===== src/rtl/trap_ctrl.sv =====
// rtl/trap_ctrl.sv - writeback trap/mret sequencer with mtvec/mepc/mcause CSRs
module trap_ctrl #(
  parameter logic [31:0] RESET_MTVEC  = 32'h0000_0100,
  parameter int unsigned FLUSH_CYCLES = 2
) (
  input  logic        clk_i,
  input  logic        rst_ni,
  input  logic        trap0_i,
  input  logic        misaligned_i,
  input  logic        trap1_i,
  input  logic [31:0] pc_0_i,
  input  logic [31:0] pc_1_i,
  input  logic        mret_i,
  input  logic [11:0] csr_addr_i,
  input  logic [31:0] csr_wdata_i,
  input  logic        csr_we_i,
  output logic [31:0] csr_rdata_o,
  output logic        kill1_o,
  output logic        flush_o,
  output logic        redirect_o,
  output logic [31:0] redirect_pc_o,
  output logic        busy_o
);

  localparam logic [11:0] ADDR_MTVEC  = 12'h305;
  localparam logic [11:0] ADDR_MEPC   = 12'h341;
  localparam logic [11:0] ADDR_MCAUSE = 12'h342;
  localparam logic [3:0]  FLUSH_INIT  = 4'(FLUSH_CYCLES);

  typedef enum logic [1:0] {
    S_IDLE     = 2'd0,
    S_FLUSH    = 2'd1,
    S_REDIRECT = 2'd2
  } state_t;

  state_t      r_state;
  state_t      w_next_state;
  logic [3:0]  r_cnt;
  logic [31:0] r_mepc;
  logic [31:0] r_mcause;
  logic [31:0] r_mtvec;
  logic        r_ret_mret;

  logic        w_idle;
  logic        w_take_trap;
  logic        w_take_mret;
  logic [31:0] w_trap_pc;
  logic [31:0] w_trap_cause;
  logic        w_wr_mtvec;
  logic        w_wr_mepc;
  logic        w_wr_mcause;

  // Trap events are only accepted in IDLE; slot 0 has priority and a trap beats an mret.
  assign w_idle       = (r_state == S_IDLE);
  assign w_take_trap  = w_idle & (trap0_i | trap1_i);
  assign w_take_mret  = w_idle & ~(trap0_i | trap1_i) & mret_i;
  assign w_trap_pc    = trap0_i ? pc_0_i : pc_1_i;
  assign w_trap_cause = {30'd0, ~(trap0_i & misaligned_i), 1'b0};
  assign w_wr_mtvec   = csr_we_i & (csr_addr_i == ADDR_MTVEC);
  assign w_wr_mepc    = csr_we_i & (csr_addr_i == ADDR_MEPC);
  assign w_wr_mcause  = csr_we_i & (csr_addr_i == ADDR_MCAUSE);

  // State register.
  always_ff @(posedge clk_i or negedge rst_ni) begin
    if (!rst_ni) begin
      r_state <= S_IDLE;
    end else begin
      r_state <= w_next_state;
    end
  end

  // Next-state: trap flushes first, mret redirects immediately, redirect lasts one cycle.
  always_comb begin
    w_next_state = r_state;
    case (r_state)
      S_IDLE: begin
        if (w_take_trap) begin
          w_next_state = S_FLUSH;
        end else if (w_take_mret) begin
          w_next_state = S_REDIRECT;
        end
      end
      S_FLUSH: begin
        if (r_cnt <= 4'd1) begin
          w_next_state = S_REDIRECT;
        end
      end
      S_REDIRECT: w_next_state = S_IDLE;
      default:    w_next_state = S_IDLE;
    endcase
  end

  // Outputs decoded from state; kill1 is the only one that follows trap0 combinationally.
  always_comb begin
    flush_o       = 1'b0;
    redirect_o    = 1'b0;
    redirect_pc_o = 32'd0;
    busy_o        = 1'b0;
    kill1_o       = rst_ni & trap0_i & w_idle;
    case (r_state)
      S_FLUSH: begin
        flush_o = 1'b1;
        busy_o  = 1'b1;
      end
      S_REDIRECT: begin
        flush_o       = 1'b1;
        busy_o        = 1'b1;
        redirect_o    = 1'b1;
        redirect_pc_o = r_ret_mret ? r_mepc : {r_mtvec[31:2], 2'b00};
      end
      default: ;
    endcase
  end

  // Flush down-counter, loaded when a trap is accepted.
  always_ff @(posedge clk_i or negedge rst_ni) begin
    if (!rst_ni) begin
      r_cnt <= 4'd0;
    end else if (w_take_trap) begin
      r_cnt <= FLUSH_INIT;
    end else if (r_state == S_FLUSH) begin
      r_cnt <= r_cnt - 4'd1;
    end else begin
      r_cnt <= 4'd0;
    end
  end

  // Remembers whether the pending redirect returns to mepc or enters the trap vector.
  always_ff @(posedge clk_i or negedge rst_ni) begin
    if (!rst_ni) begin
      r_ret_mret <= 1'b0;
    end else if (w_take_trap) begin
      r_ret_mret <= 1'b0;
    end else if (w_take_mret) begin
      r_ret_mret <= 1'b1;
    end
  end

  // mtvec: software-writable in any state, word aligned.
  always_ff @(posedge clk_i or negedge rst_ni) begin
    if (!rst_ni) begin
      r_mtvec <= RESET_MTVEC;
    end else if (w_wr_mtvec) begin
      r_mtvec <= {csr_wdata_i[31:2], 2'b00};
    end
  end

  // mepc/mcause: trap capture overrides a same-cycle software write.
  always_ff @(posedge clk_i or negedge rst_ni) begin
    if (!rst_ni) begin
      r_mepc   <= 32'd0;
      r_mcause <= 32'd0;
    end else if (w_take_trap) begin
      r_mepc   <= w_trap_pc;
      r_mcause <= w_trap_cause;
    end else begin
      if (w_wr_mepc) begin
        r_mepc <= {csr_wdata_i[31:2], 2'b00};
      end
      if (w_wr_mcause) begin
        r_mcause <= csr_wdata_i;
      end
    end
  end

  // Combinational CSR read mux; unmapped addresses read zero.
  always_comb begin
    csr_rdata_o = 32'd0;
    case (csr_addr_i)
      ADDR_MTVEC:  csr_rdata_o = r_mtvec;
      ADDR_MEPC:   csr_rdata_o = r_mepc;
      ADDR_MCAUSE: csr_rdata_o = r_mcause;
      default:     csr_rdata_o = 32'd0;
    endcase
  end

endmodule

===== config.mk =====
export PLATFORM = sky130hd
export DESIGN_NAME = trap_ctrl
export DESIGN_NICKNAME = d
export VERILOG_FILES = /design/src/rtl/trap_ctrl.sv
export SDC_FILE = /design/constraint.sdc
export NUM_CORES = 1
export LEC_CHECK = 0
export ABC_CLOCK_PERIOD_IN_PS = 2200
export BUFFER_PORTS_ARGS = -buffer_cell sky130_fd_sc_hd__buf_2
export CAP_MARGIN = 15
export CELL_PAD_IN_SITES_DETAIL_PLACEMENT = 0
export CELL_PAD_IN_SITES_GLOBAL_PLACEMENT = 1
export CORE_ASPECT_RATIO = 0.5
export CORE_MARGIN = 5
export CORE_UTILIZATION = 39
export CTS_BUF_LIST = sky130_fd_sc_hd__clkbuf_16
export DETAILED_ROUTE_END_ITERATION = 7
export PLACE_DENSITY_LB_ADDON = 0.25
export SYNTH_ARGS = -nofsm -noshare
export SYNTH_HDL_FRONTEND = slang
export SYNTH_SLANG_ARGS = --single-unit

===== constraint.sdc =====
create_clock -name clk_i -period 2.2 [get_ports clk_i]
set_clock_uncertainty 0.05 [all_clocks]
set_input_delay 0.33 -clock clk_i [delete_from_list [all_inputs] [get_ports clk_i]]
set_output_delay 0.33 -clock clk_i [all_outputs]
set_load 0.03 [all_outputs]

==> results.txt, run 1 <==
----------------------------------------------------
[Run status]
  Result of the run ... complete, but fails checks
  Failing checks ... hold timing, setup timing

[Synthesis]
  Number of different library cells in the post-synthesis netlist ... 36
  Post-synthesis mux area share ... 0.223
  Simple-gate share of the synthesized area ... 0.152
  Mean cell area of the mapped netlist ... 9.68 sq um
  Ys Warns ... 0
  Yosys reg bits ... 101
  Sequential share of the synthesized area ... 0.432
  Area share of the largest cell type after synthesis ... 0.427
  Largest family of logic cells by synthesized area ... multiplexers
  Post-synthesis share of cell area spent on full adders, half adders and majority gates ... 0.0107
  Complex-gate fraction of the synthesized area ... 0.132
  Async set-reset flop share out of synthesis ... 1.00
  Largest area contributor in the netlist ... dfrtp_1
  Cell area after synthesis ... 5860 sq um
  Commonest cells post-synth ... dfrtp_1, nand2_1, mux2i_1, mux2_2, o21ai_0
  Synthesized-area fraction occupied by xor and xnor cells ... 0.00299
  Number of synthesized flops with an enable pin ... 0
  Gate count after technology mapping ... 605
  Most frequent cell after synthesis ... dfrtp_1
  Synthesized Nets ... 725
  Main area contributors after synthesis ... dfrtp_1, mux2_2, mux2i_1, nand2_1, o21ai_0
  Most instantiated flip-flop cell in the synthesis netlist ... dfrtp_1

[Worst setup path]
  Startpoint Class ... input port
  Most frequent cell on the critical path ... buf_6
  Critical Path End Type ... output port
  Critical path peak fanout ... 10
  CP cell instances ... buf_6, or4b_4, nor4_4, buf_6, buf_8, a22oi_1, o21ai_2, buf_6
  Delay of the slowest cell on the worst path ... 0.56 ns
  Critical-path top delay cell ... or4b_4
  Critical setup path kind ... in -> out
  Arrival time of data at the critical path endpoint ... 1.97 ns
  Worst endpoint required time ... 1.82 ns

[Clock tree]
  Worst-path clk slew ... 0.07 ns
  Clock tree from TritonCTS ... built
  Number of H-tree branching levels ... 3
  Clk_lat worst skew ... 0.34 ns
  Largest buffer count on any clock path ... 2
  Clock root buffer ... clkbuf_16
  Num CTS Buffers ... 9
  Total clock sinks ... 101

[GRT]
  Grt total ovfl ... 0
  Initial antenna violation count ... 0
  Global routing usage summed across all routing layers ... 0.199
  Pin count of the biggest net entering global routing ... 102
  Global-route wire length before repair ... 28700 microns
  Vias in the first global route ... 5455

[STA]
  Clock period minus worst slack ... 2.35 ns
  Max Slew Vio Count ... 0
  RSZ-0062 raised after global routing ... true
  Achievable frequency ... 426 MHz
  Final worst slack ... -0.145 ns
  Relative max-transition margin ... 0.620
  Total setup violations reported at the end of the flow ... 30
  Final number of hold-violating endpoints ... 5
  Period utilization ... 1.07
  Setup TNS after final layout ... -2.75 ns
  Final hold slack ... -0.00802 ns
  Transition time at the pin with the least slew margin ... 0.569 ns

[Route]
  Routed Antenna Nets ... 0
  Detailed-route wire length ... 18000 microns
  DR vias/cell ... 5.25
  Initial drt markers ... 289
  Number of vias after detailed routing ... 5265
  Average routed wire per standard cell ... 18.0 microns
  Detailed-routing iteration count for the pre-antenna-repair pass ... 5
  DRC ... 0

[Power and ir drop]
  Part of the total power dissipated in sequential elements ... 0.368
  Internal Dissipation ... 0.00443 W
  Static leakage ... 3.74 nW
  Power share of the combinational group ... 0.387
  Total power per unit cell area ... 862 nW/um^2
  Net switching power ... 0.00249 W
  Net Sw Frac ... 0.360
  IR Drop Worst-Case VDD ... 0.432 mV
  Clk network pwr share ... 0.244

[Placement]
  DP Wirelength ... 13000 microns
  Cells after DPL ... 977
  IO Port Bufs ... 182
  Worst slack after detailed placement ... -0.234 ns
  RD Place Congestion ... 0.789

[Floorplan]
  DIE AREA ... 17700 sq um
  Starting density of the core ... 0.402
  I/O pins ... 183
  Area of the core ... 14600 sq um
  Die H ... 96.7 microns
  Die Span X ... 183 microns
  FP Rows ... 31

[Cells and area]
  Final net count ... 920
  Post-synthesis to final-layout area growth ... 36.9%
  Ant. Diodes ... 0
  Number of fill cells ... 1369
  Fraction of final layout cells sized beyond drive strength 1 ... 0.447
  Post-Layout Cell Count ... 1002

[Run]
  Max-cap viol count ... 0

[Worst hold path]
  Worst min-delay path category ... in -> async

----------------------------------------------------
cell usage in the layout (no fill, tap or decap), types with 2 or more instances in the layout:
master | synthesis | routed
mux2_2 | 59 | 59
mux2i_1 | 63 | 63
nor3_1 | 2 | 2
nand2_1 | 94 | 94
clkbuf_16 | 0 | 10
nand3_1 | 32 | 32
nor2b_1 | 32 | 30
buf_12 | 0 | 5
o21ai_2 | 0 | 22
nor2_1 | 7 | 6
a22o_4 | 0 | 2
or2_2 | 1 | 2
or4b_4 | 1 | 2
buf_6 | 6 | 29
dfrtp_1 | 100 | 99
inv_1 | 7 | 7
a22oi_1 | 31 | 19
buf_2 | 12 | 146
o21ai_0 | 55 | 31
o22ai_1 | 3 | 3
a21oi_1 | 33 | 33
and3_1 | 4 | 4
nor2b_4 | 0 | 2
a22oi_2 | 0 | 12
xnor2_1 | 2 | 2
buf_8 | 0 | 5
ha_1 | 5 | 5
nor4_4 | 0 | 3
bufinv_16 | 0 | 2
o21ai_1 | 8 | 9
inv_6 | 0 | 2
buf_4 | 1 | 49
through the flow:
stage / total power, W / utilization / cell area [sq um]
2_1_floorplan: 0.00439 / - / 5940
3_3_place_gp: 0.00519 / 0.500 / 7300
3_5_place_dp: 0.00523 / 0.500 / 7300
4_1_cts: 0.00696 / 0.542 / 7900
5_1_grt: 0.00733 / 0.550 / 8020
6_report: 0.00691 / 0.550 / 8020
what timing repair did:
item / in CTS / in global routing
cloned: 1 / 2
hold buffers: 0 / 0
setup endpoints to repair: 32 / 33
gates resized for setup: 76 / 17
pin swaps: 3 / 4
buffers inserted: 4 / 4
cell families (layout without fill, tap and decap cells):
group | after synthesis | count (layout)
XOR/XNOR | 2 | 2
buffers and inverters | 58 | 257
adder cells (fa/ha/maj) | 5 | 5
multiplexers | 123 | 123
AO/OA/AOI/OAI | 133 | 133
flip-flops | 101 | 101
AND/OR/NAND/NOR | 183 | 183
flip-flops by register name (all words and copies together), names as in the netlist:
name        cells
r_mcause       32
r_state         2
r_cnt           4
r_mepc         32
r_ret_mret      1
r_mtvec        30
power groups by stage:
stage / clock network [W] / registers [W] / logic [W]
6_report: 0.00169 / 0.00254 / 0.00268
5_1_grt: 0.00181 / 0.00260 / 0.00293
4_1_cts: 0.00173 / 0.00253 / 0.00270
3_5_place_dp: 0 / 0.00254 / 0.00269
3_3_place_gp: 0 / 0.00253 / 0.00266
2_1_floorplan: 0 / 0.00246 / 0.00192
final timing paths:
check | depth (start not counted) | slack [ns] | end | from
max in group asynchronous | 2 | 1.65 | r_mtvec[15]$_DFFE_PN0P_ | rst_ni
worst max register to register | 6 | 0.31 | r_mepc[12]$_DFFE_PN0P_ | r_state[0]$_DFFE_PN0P_
worst min-delay path | 2 | -0.008 | r_mepc[28]$_DFFE_PN0P_ | rst_ni
worst max-delay path | 8 | -0.15 | csr_rdata_o[15] | csr_addr_i[1]
min in group clk_i | 3 | 0.20 | r_mcause[0]$_DFFE_PN0P_ | csr_wdata_i[0]
worst min register to register | 1 | 0.44 | r_cnt[0]$_DFF_PN0_ | r_cnt[0]$_DFF_PN0_
critical path: cells and delay by family:
kind | cells | cell delay, ns
buffers and inverters | 4 | 0.60
AO/OA/AOI/OAI | 2 | 0.19
AND/OR/NAND/NOR | 2 | 0.85
layer usage:
layer,vias to the layer above,track usage,wire (microns)
met4,0,0.0406,163
met2,152,0.327,8590
met5,-,0,0
met1,2564,0.277,8360
li1,2535,-,-
met3,14,0.0349,927
area by class of cell:
type / count / area [sq um] / share of cell area
Clock inverter: 6 / 86.3 / 0.0108
Clock buffer: 9 / 225 / 0.0281
Inverter: 7 / 26.3 / 0.00328
Sequential cell: 101 / 2530 / 0.316
Tap cell: 198 / 248 / 0.0309
Timing Repair Buffer: 235 / 1630 / 0.203
Multi-Input combinational cell: 446 / 3280 / 0.409
(Power assumes the default switching activity.)
==> run 2, diff against run 1 <==
PLACE_DENSITY = 0.88   (was unset)
PLACE_DENSITY_LB_ADDON = unset   (was 0.25)
==> results.txt, run 2 (synthesized netlist as in run 1, its figures left out) <==
----------------------------------------------------
[Worst setup path]
  Register-to-register path setup slack ... 0.30 ns (about the same)
  Critical setup path kind ... in -> out
  Logic depth of the worst register-to-register path ... 6 (unchanged)
  Arrival time of data at the critical path endpoint ... 2.00 ns (+0.03 ns)
  Delay of the slowest cell on the worst path ... 0.55 ns (about the same)
  Total buffers and inverters traversed by the critical path ... 4 (unchanged)
  Endpoint of the lowest-slack register-to-register path ... r_mepc[19]$_DFFE_PN0P_
  Origin of the critical flop-to-flop path ... r_state[0]$_DFFE_PN0P_
  Critical path peak fanout ... 8 (-2)
  Critical-path top delay cell ... or4b_4
  Critical Path End Type ... output port
  Worst endpoint required time ... 1.82 ns (about the same)
  Family with the most delay on the worst path ... simple AND/OR/NAND/NOR gates
  Most frequent cell on the critical path ... buf_4
  Startpoint Class ... input port
  CP cell instances ... buf_6, or4b_4, nor4_4, buf_4, clkbuf_16, a22oi_2, o21ai_1, buf_4

[GRT]
  Pin count of the biggest net entering global routing ... 102 (unchanged)
  Global-route wire length before repair ... 29200 microns (+1.8%)
  Vias in the first global route ... 5715 (+4.8%)
  Grt total ovfl ... 0 (unchanged)
  Global routing usage summed across all routing layers ... 0.200 (+0.00144)
  Initial antenna violation count ... 0 (unchanged)

[STA]
  Period utilization ... 1.08 (+0.0151)
  Final worst slack ... -0.178 ns (-0.0332 ns)
  Transition time at the pin with the least slew margin ... 0.637 ns (+0.0673 ns)
  Clock period minus worst slack ... 2.38 ns (+0.0332 ns)
  Setup TNS after final layout ... -4.00 ns (-1.25 ns)
  Final number of hold-violating endpoints ... 0 (-5)
  Relative max-transition margin ... 0.574 (-0.0465)
  RSZ-0062 raised after global routing ... true
  Total setup violations reported at the end of the flow ... 32 (+6.7%)
  Max Slew Vio Count ... 0 (unchanged)
  Achievable frequency ... 420 MHz (-1.4%)

[Cells and area]
  Ant. Diodes ... 0 (unchanged)
  Top Registers ... r_mcause: 32 flops, r_mepc: 32 flops, r_mtvec: 30 flops
  Post-synthesis to final-layout area growth ... 35.6%
  Number of fill cells ... 1342 (-2.0%)
  Fraction of final layout cells sized beyond drive strength 1 ... 0.435 (-0.0112)
  Commonest non-fill, non-tap cell in the layout ... buf_2
  Commonest non-fill, non-tap cells in the layout ... buf_2, dfrtp_1, nand2_1
  Design Area, Final ... 7940 sq um (-0.97%)
  Core utilization of the finished layout ... 0.544 (-0.00532)
  Final net count ... 903 (-1.8%)

[Power and ir drop]
  IR Drop Worst-Case VDD ... 0.416 mV (-3.7%)
  Static leakage ... 3.67 nW (-2.0%)
  Total power per unit cell area ... 878 nW/um^2 (+1.8%)

[Route]
  DRC ... 0 (unchanged)
  Average routed wire per standard cell ... 18.9 microns (+5.1%)
  Detailed-route wire length ... 18700 microns (+3.4%)
  DR vias/cell ... 5.39 (+2.5%)
  Initial drt markers ... 351 (+21%)
  Number of vias after detailed routing ... 5312 (+0.89%)
  Routed Antenna Nets ... 0 (unchanged)
  Detailed-routing iteration count for the pre-antenna-repair pass ... 5 (unchanged)

[Floorplan]
  FP Rows ... 31 (unchanged)
  Starting density of the core ... 0.402 (unchanged)
  DIE AREA ... 17700 sq um (unchanged)
  Die Span X ... 183 microns (unchanged)
  Die H ... 96.7 microns (unchanged)
  Area of the core ... 14600 sq um (unchanged)
  I/O pins ... 183 (unchanged)

[Clock tree]
  Number of H-tree branching levels ... 3 (unchanged)
  Clock tree from TritonCTS ... built
  Worst-path clk slew ... 0.07 ns (about the same)
  Largest buffer count on any clock path ... 2 (unchanged)
  Total clock sinks ... 101 (unchanged)
  Count of hold-fix buffers inserted at cts ... 0 (unchanged)
  Num CTS Buffers ... 9 (unchanged)
  Clock root buffer ... clkbuf_16
  Clk_lat worst skew ... 0.34 ns (about the same)

[Placement]
  RD Place Congestion ... 0.778 (-1.5%)
  Total cell area at the placement stage ... 7290 sq um (about the same)
  IO Port Bufs ... 182 (unchanged)
  DP Wirelength ... 12400 microns (-4.9%)

[Run status]
  Result of the run ... complete, but fails checks
  Failing checks ... setup timing

[Worst hold path]
  Worst min-delay path category ... in -> async

[Run]
  Max-cap viol count ... 0 (unchanged)

----------------------------------------------------
## run 2: changes by cell type in the layout (fill, tap and decap cells not counted), moves of 2 or more
cell	before	now
a22o_2	0	2
buf_12	5	12
a22o_4	2	0
buf_4	49	31
buf_6	29	25
buf_8	5	1
## run 2: cell type report
| class | instances | area, sq um | share of cell area |
|---|---|---|---|
| Timing Repair Buffer | 218 | 1560 | 0.196 |
| Tap cell | 198 | 248 | 0.0312 |
| Multi-Input combinational cell | 446 | 3260 | 0.411 |
| Clock buffer | 9 | 225 | 0.0284 |
| Clock inverter | 7 | 90.1 | 0.0113 |
| Inverter | 7 | 26.3 | 0.00331 |
| Sequential cell | 101 | 2530 | 0.319 |
## run 2: worst max path at each step
| stage | slack, ns | to | from | depth (start not counted) |
|---|---|---|---|---|
| floorplan | -0.09 | csr_rdata_o[23] | csr_addr_i[5] | 5 |
| CTS | -0.09 | csr_rdata_o[11] | csr_addr_i[5] | 7 |
| finish | -0.18 | csr_rdata_o[4] | csr_addr_i[1] | 8 |
| detailed placement | -0.17 | csr_rdata_o[11] | csr_addr_i[5] | 7 |
| global placement | -0.14 | csr_rdata_o[11] | csr_addr_i[5] | 7 |
| global route | -0.23 | csr_rdata_o[4] | csr_addr_i[1] | 8 |
## run 2: worst reg2reg max path, delay by kind of cell (launching register included)
kind / cells / cell delay [ns]
compound gates: 2 / 0.41
fa+ha+maj: 1 / 0.25
buf+inv: 2 / 0.47
flops: 1 / 0.35
mux: 1 / 0.27
## run 2: layer usage
metal / up-vias / share of wire / GRT usage
li1: 2490 / - / -
met1: 2632 / 0.44 / 0.260
met5: - / 0 / 0
met2: 175 / 0.49 / 0.350
met4: 0 / 0.010 / 0.0372
met3: 15 / 0.058 / 0.0394
## run 2: report_power, final
part / switching, W / internal, W
registers: 0.000390 / 0.00224
clock network: 0.000712 / 0.000994
logic: 0.00142 / 0.00121
total: 0.00252 / 0.00445
## run 2: what timing repair did
action                     CTS  global route
resized for setup           56            20
pin swaps                    0             5
gates cloned                 0             3
setup endpoints to repair   45            32
buffers inserted             0             2
## run 2: metrics by stage
stage | power (W) | std cells | hold WS (ns) | worst slack (ns)
finish | 0.00697 | 986 | 0.0124 | -0.178
global route | 0.00735 | 986 | 0.0499 | -0.227
CTS | 0.00698 | 981 | 0.0438 | -0.0934
detailed placement | 0.00527 | 965 | 0.422 | -0.168
global placement | 0.00519 | 965 | 0.408 | -0.140
floorplan | 0.00439 | 605 | -0.0156 | -0.0929
==> run 3, diff against run 2 <==
ABC_CLOCK_PERIOD_IN_PS = unset   (was 2200)
CAP_MARGIN = 20   (was 15)
RECOVER_POWER = 50   (was unset)
==> results.txt, run 3 (synthesized netlist as in run 1, its figures left out) <==
----------------------------------------------------
[Run status]
  Result of the run ... complete, but fails checks
  Failing checks ... setup timing

[Route]
  Average routed wire per standard cell ... 18.8 microns (-0.46%)
  Initial drt markers ... 336 (-4.3%)
  Number of vias after detailed routing ... 5277 (-0.66%)
  Routed Antenna Nets ... 0 (unchanged)
  DR vias/cell ... 5.35 (-0.66%)
  DRC ... 0 (unchanged)
  Detailed-routing iteration count for the pre-antenna-repair pass ... 4 (-1)
  Detailed-route wire length ... 18600 microns (-0.46%)

[Floorplan]
  Starting density of the core ... 0.402 (unchanged)
  FP Rows ... 31 (unchanged)
  Die H ... 96.7 microns (unchanged)
  Area of the core ... 14600 sq um (unchanged)
  I/O pins ... 183 (unchanged)
  Die Span X ... 183 microns (unchanged)
  DIE AREA ... 17700 sq um (unchanged)

[Clock tree]
  Number of H-tree branching levels ... 3 (unchanged)
  Clock tree from TritonCTS ... built
  Clk_lat worst skew ... 0.34 ns (about the same)
  Num CTS Buffers ... 9 (unchanged)
  Worst-path clk slew ... 0.06 ns (about the same)
  Clock root buffer ... clkbuf_16
  Total clock sinks ... 101 (unchanged)
  Largest buffer count on any clock path ... 2 (unchanged)

[Power and ir drop]
  IR Drop Worst-Case VDD ... 0.414 mV (-0.50%)
  Net switching power ... 0.00250 W (-0.73%)
  Total power per unit cell area ... 873 nW/um^2 (-0.52%)
  Power share of the combinational group ... 0.371 (-0.007)
  Part of the total power dissipated in sequential elements ... 0.382 (+0.005)
  Clk network pwr share ... 0.247 (+0.002)
  Static leakage ... 3.64 nW (-0.80%)
  Internal Dissipation ... 0.00438 W (-1.6%)
  Net Sw Frac ... 0.364 (+0.00194)
  Final Power ... 0.00688 W (-1.3%)

[Placement]
  DP Wirelength ... 12400 microns (unchanged)
  Total cell area at the placement stage ... 7290 sq um (unchanged)
  RD Place Congestion ... 0.778 (unchanged)
  Worst slack after detailed placement ... -0.168 ns (unchanged)
  IO Port Bufs ... 182 (unchanged)
  Cells after DPL ... 965 (unchanged)

[STA]
  Final worst slack ... -0.175 ns (+0.00361 ns)
  Relative max-transition margin ... 0.0614 (-0.513)
  Max Slew Vio Count ... 0 (unchanged)
  Period utilization ... 1.08 (-0.00164)
  Setup TNS after final layout ... -4.40 ns (-0.399 ns)
  Transition time at the pin with the least slew margin ... 1.41 ns (+0.771 ns)
  Clock period minus worst slack ... 2.37 ns (-0.00361 ns)
  RSZ-0062 raised after global routing ... true
  Final number of hold-violating endpoints ... 0 (unchanged)
  Total setup violations reported at the end of the flow ... 40 (+25%)
  Achievable frequency ... 421 MHz (+0.15%)

[Cells and area]
  Commonest non-fill, non-tap cells in the layout ... buf_2, dfrtp_1, nand2_1
  Final net count ... 903 (unchanged)
  Fraction of final layout cells sized beyond drive strength 1 ... 0.429 (-0.00635)
  Post-Layout Cell Count ... 986 (unchanged)
  Commonest non-fill, non-tap cell in the layout ... buf_2
  Design Area, Final ... 7880 sq um (-0.74%)
  Top Registers ... r_mcause: 32 flops, r_mepc: 32 flops, r_mtvec: 30 flops
  Post-synthesis to final-layout area growth ... 34.6%
  Ant. Diodes ... 0 (unchanged)

[GRT]
  Initial antenna violation count ... 0 (unchanged)
  Global routing usage summed across all routing layers ... 0.200 (unchanged)
  Global-route wire length before repair ... 29200 microns (unchanged)
  Pin count of the biggest net entering global routing ... 102 (unchanged)
  Vias in the first global route ... 5715 (unchanged)
  Grt total ovfl ... 0 (unchanged)

[Worst setup path]
  Logic depth of the worst setup path including buffers ... 8 (unchanged)
  Most frequent cell on the critical path ... buf_4
  Critical path peak fanout ... 8 (unchanged)
  Logic depth of the worst register-to-register path ... 6 (unchanged)
  Critical Path End Type ... output port
  Delay of the slowest cell on the worst path ... 0.55 ns (about the same)
  Worst endpoint required time ... 1.82 ns (about the same)
  Critical setup path kind ... in -> out
  Total buffers and inverters traversed by the critical path ... 4 (unchanged)
  CP cell instances ... buf_6, or4b_4, nor4_4, buf_4, clkbuf_16, a22oi_2, o21ai_1, buf_4
  Startpoint Class ... input port
  Family with the most delay on the worst path ... simple AND/OR/NAND/NOR gates
  Arrival time of data at the critical path endpoint ... 1.99 ns (about the same)
  Critical-path top delay cell ... or4b_4

[Worst hold path]
  Number of cells traversed by the worst hold path ... 3
  Worst min-delay path category ... in -> reg

[Run]
  Max-cap viol count ... 0 (unchanged)

----------------------------------------------------
-- run 3: changes by cell type in the layout (fill, tap and decap cells not counted) --
cell,delta
nor2b_2,+1
o31ai_1,+1
buf_12,-2
nor2b_4,-1
buf_4,-3
clkbuf_2,+2
buf_2,-2
clkbuf_1,+4
clkbuf_4,+1
o31ai_4,-1
-- run 3: cell type report --
cell class / instances / area, sq um
Clock inverter: 7 / 90.1
Tap cell: 198 / 248
Multi-Input combinational cell: 446 / 3240
Clock buffer: 9 / 225
Inverter: 7 / 26.3
Fill cell: 1355 / 6700
Timing Repair Buffer: 218 / 1520
Sequential cell: 101 / 2530
-- run 3: timing repair --
item / in CTS / in global routing
setup endpoints to repair: 45 / 32
hold buffers: 0 / 0
cloned: 0 / 3
pin swaps: 0 / 5
resized for setup: 56 / 20
buffers inserted: 0 / 2
hold endpoints to repair: 0 / 0
-- run 3: worst reg2reg max path: cells and delay by family (launching register included) --
family,cells,cell delay (ns)
buffers and inverters,2,0.62
AO/OA/AOI/OAI,2,0.43
flip-flops,1,0.35
multiplexers,1,0.28
adder cells (fa/ha/maj),1,0.24
-- run 3: routing by layer --
| layer | track usage | wire (microns) | vias to the layer above |
|---|---|---|---|
| met2 | 0.350 | 9260 | 154 |
| li1 | - | - | 2505 |
| met4 | 0.0372 | 183 | 0 |
| met5 | 0 | 0 | - |
| met1 | 0.260 | 8220 | 2606 |
| met3 | 0.0394 | 907 | 12 |
-- run 3: final timing paths --
check,startpoint,to,slack [ns]
worst min register to register,r_cnt[0]$_DFF_PN0_,r_cnt[0]$_DFF_PN0_,0.44
worst max register to register,r_state[0]$_DFFE_PN0P_,r_mepc[19]$_DFFE_PN0P_,0.11
worst max-delay path,csr_addr_i[1],csr_rdata_o[4],-0.17
max in group asynchronous,rst_ni,r_ret_mret$_DFFE_PN0P_,0.59
worst min-delay path,csr_wdata_i[0],r_mcause[0]$_DFFE_PN0P_,0.19
min in group asynchronous,rst_ni,r_mcause[30]$_DFFE_PN0P_,0.49
-- run 3: through the flow --
| step | util | hold slack, ns |
|---|---|---|
| finish | 0.540 | 0.191 |
| global route | 0.540 | 0.200 |
| CTS | 0.533 | 0.0438 |
| detailed placement | 0.500 | 0.422 |
| global placement | 0.500 | 0.408 |
| floorplan | - | -0.0156 |
-- run 3: power groups by stage --
stage | registers [W] | logic (W) | clock network (W)
after floorplan | 0.00246 | 0.00192 | 0
after global placement | 0.00261 | 0.00258 | 0
after detailed placement | 0.00263 | 0.00264 | 0
after CTS | 0.00260 | 0.00264 | 0.00174
after global routing | 0.00267 | 0.00278 | 0.00182
final | 0.00263 | 0.00255 | 0.00170
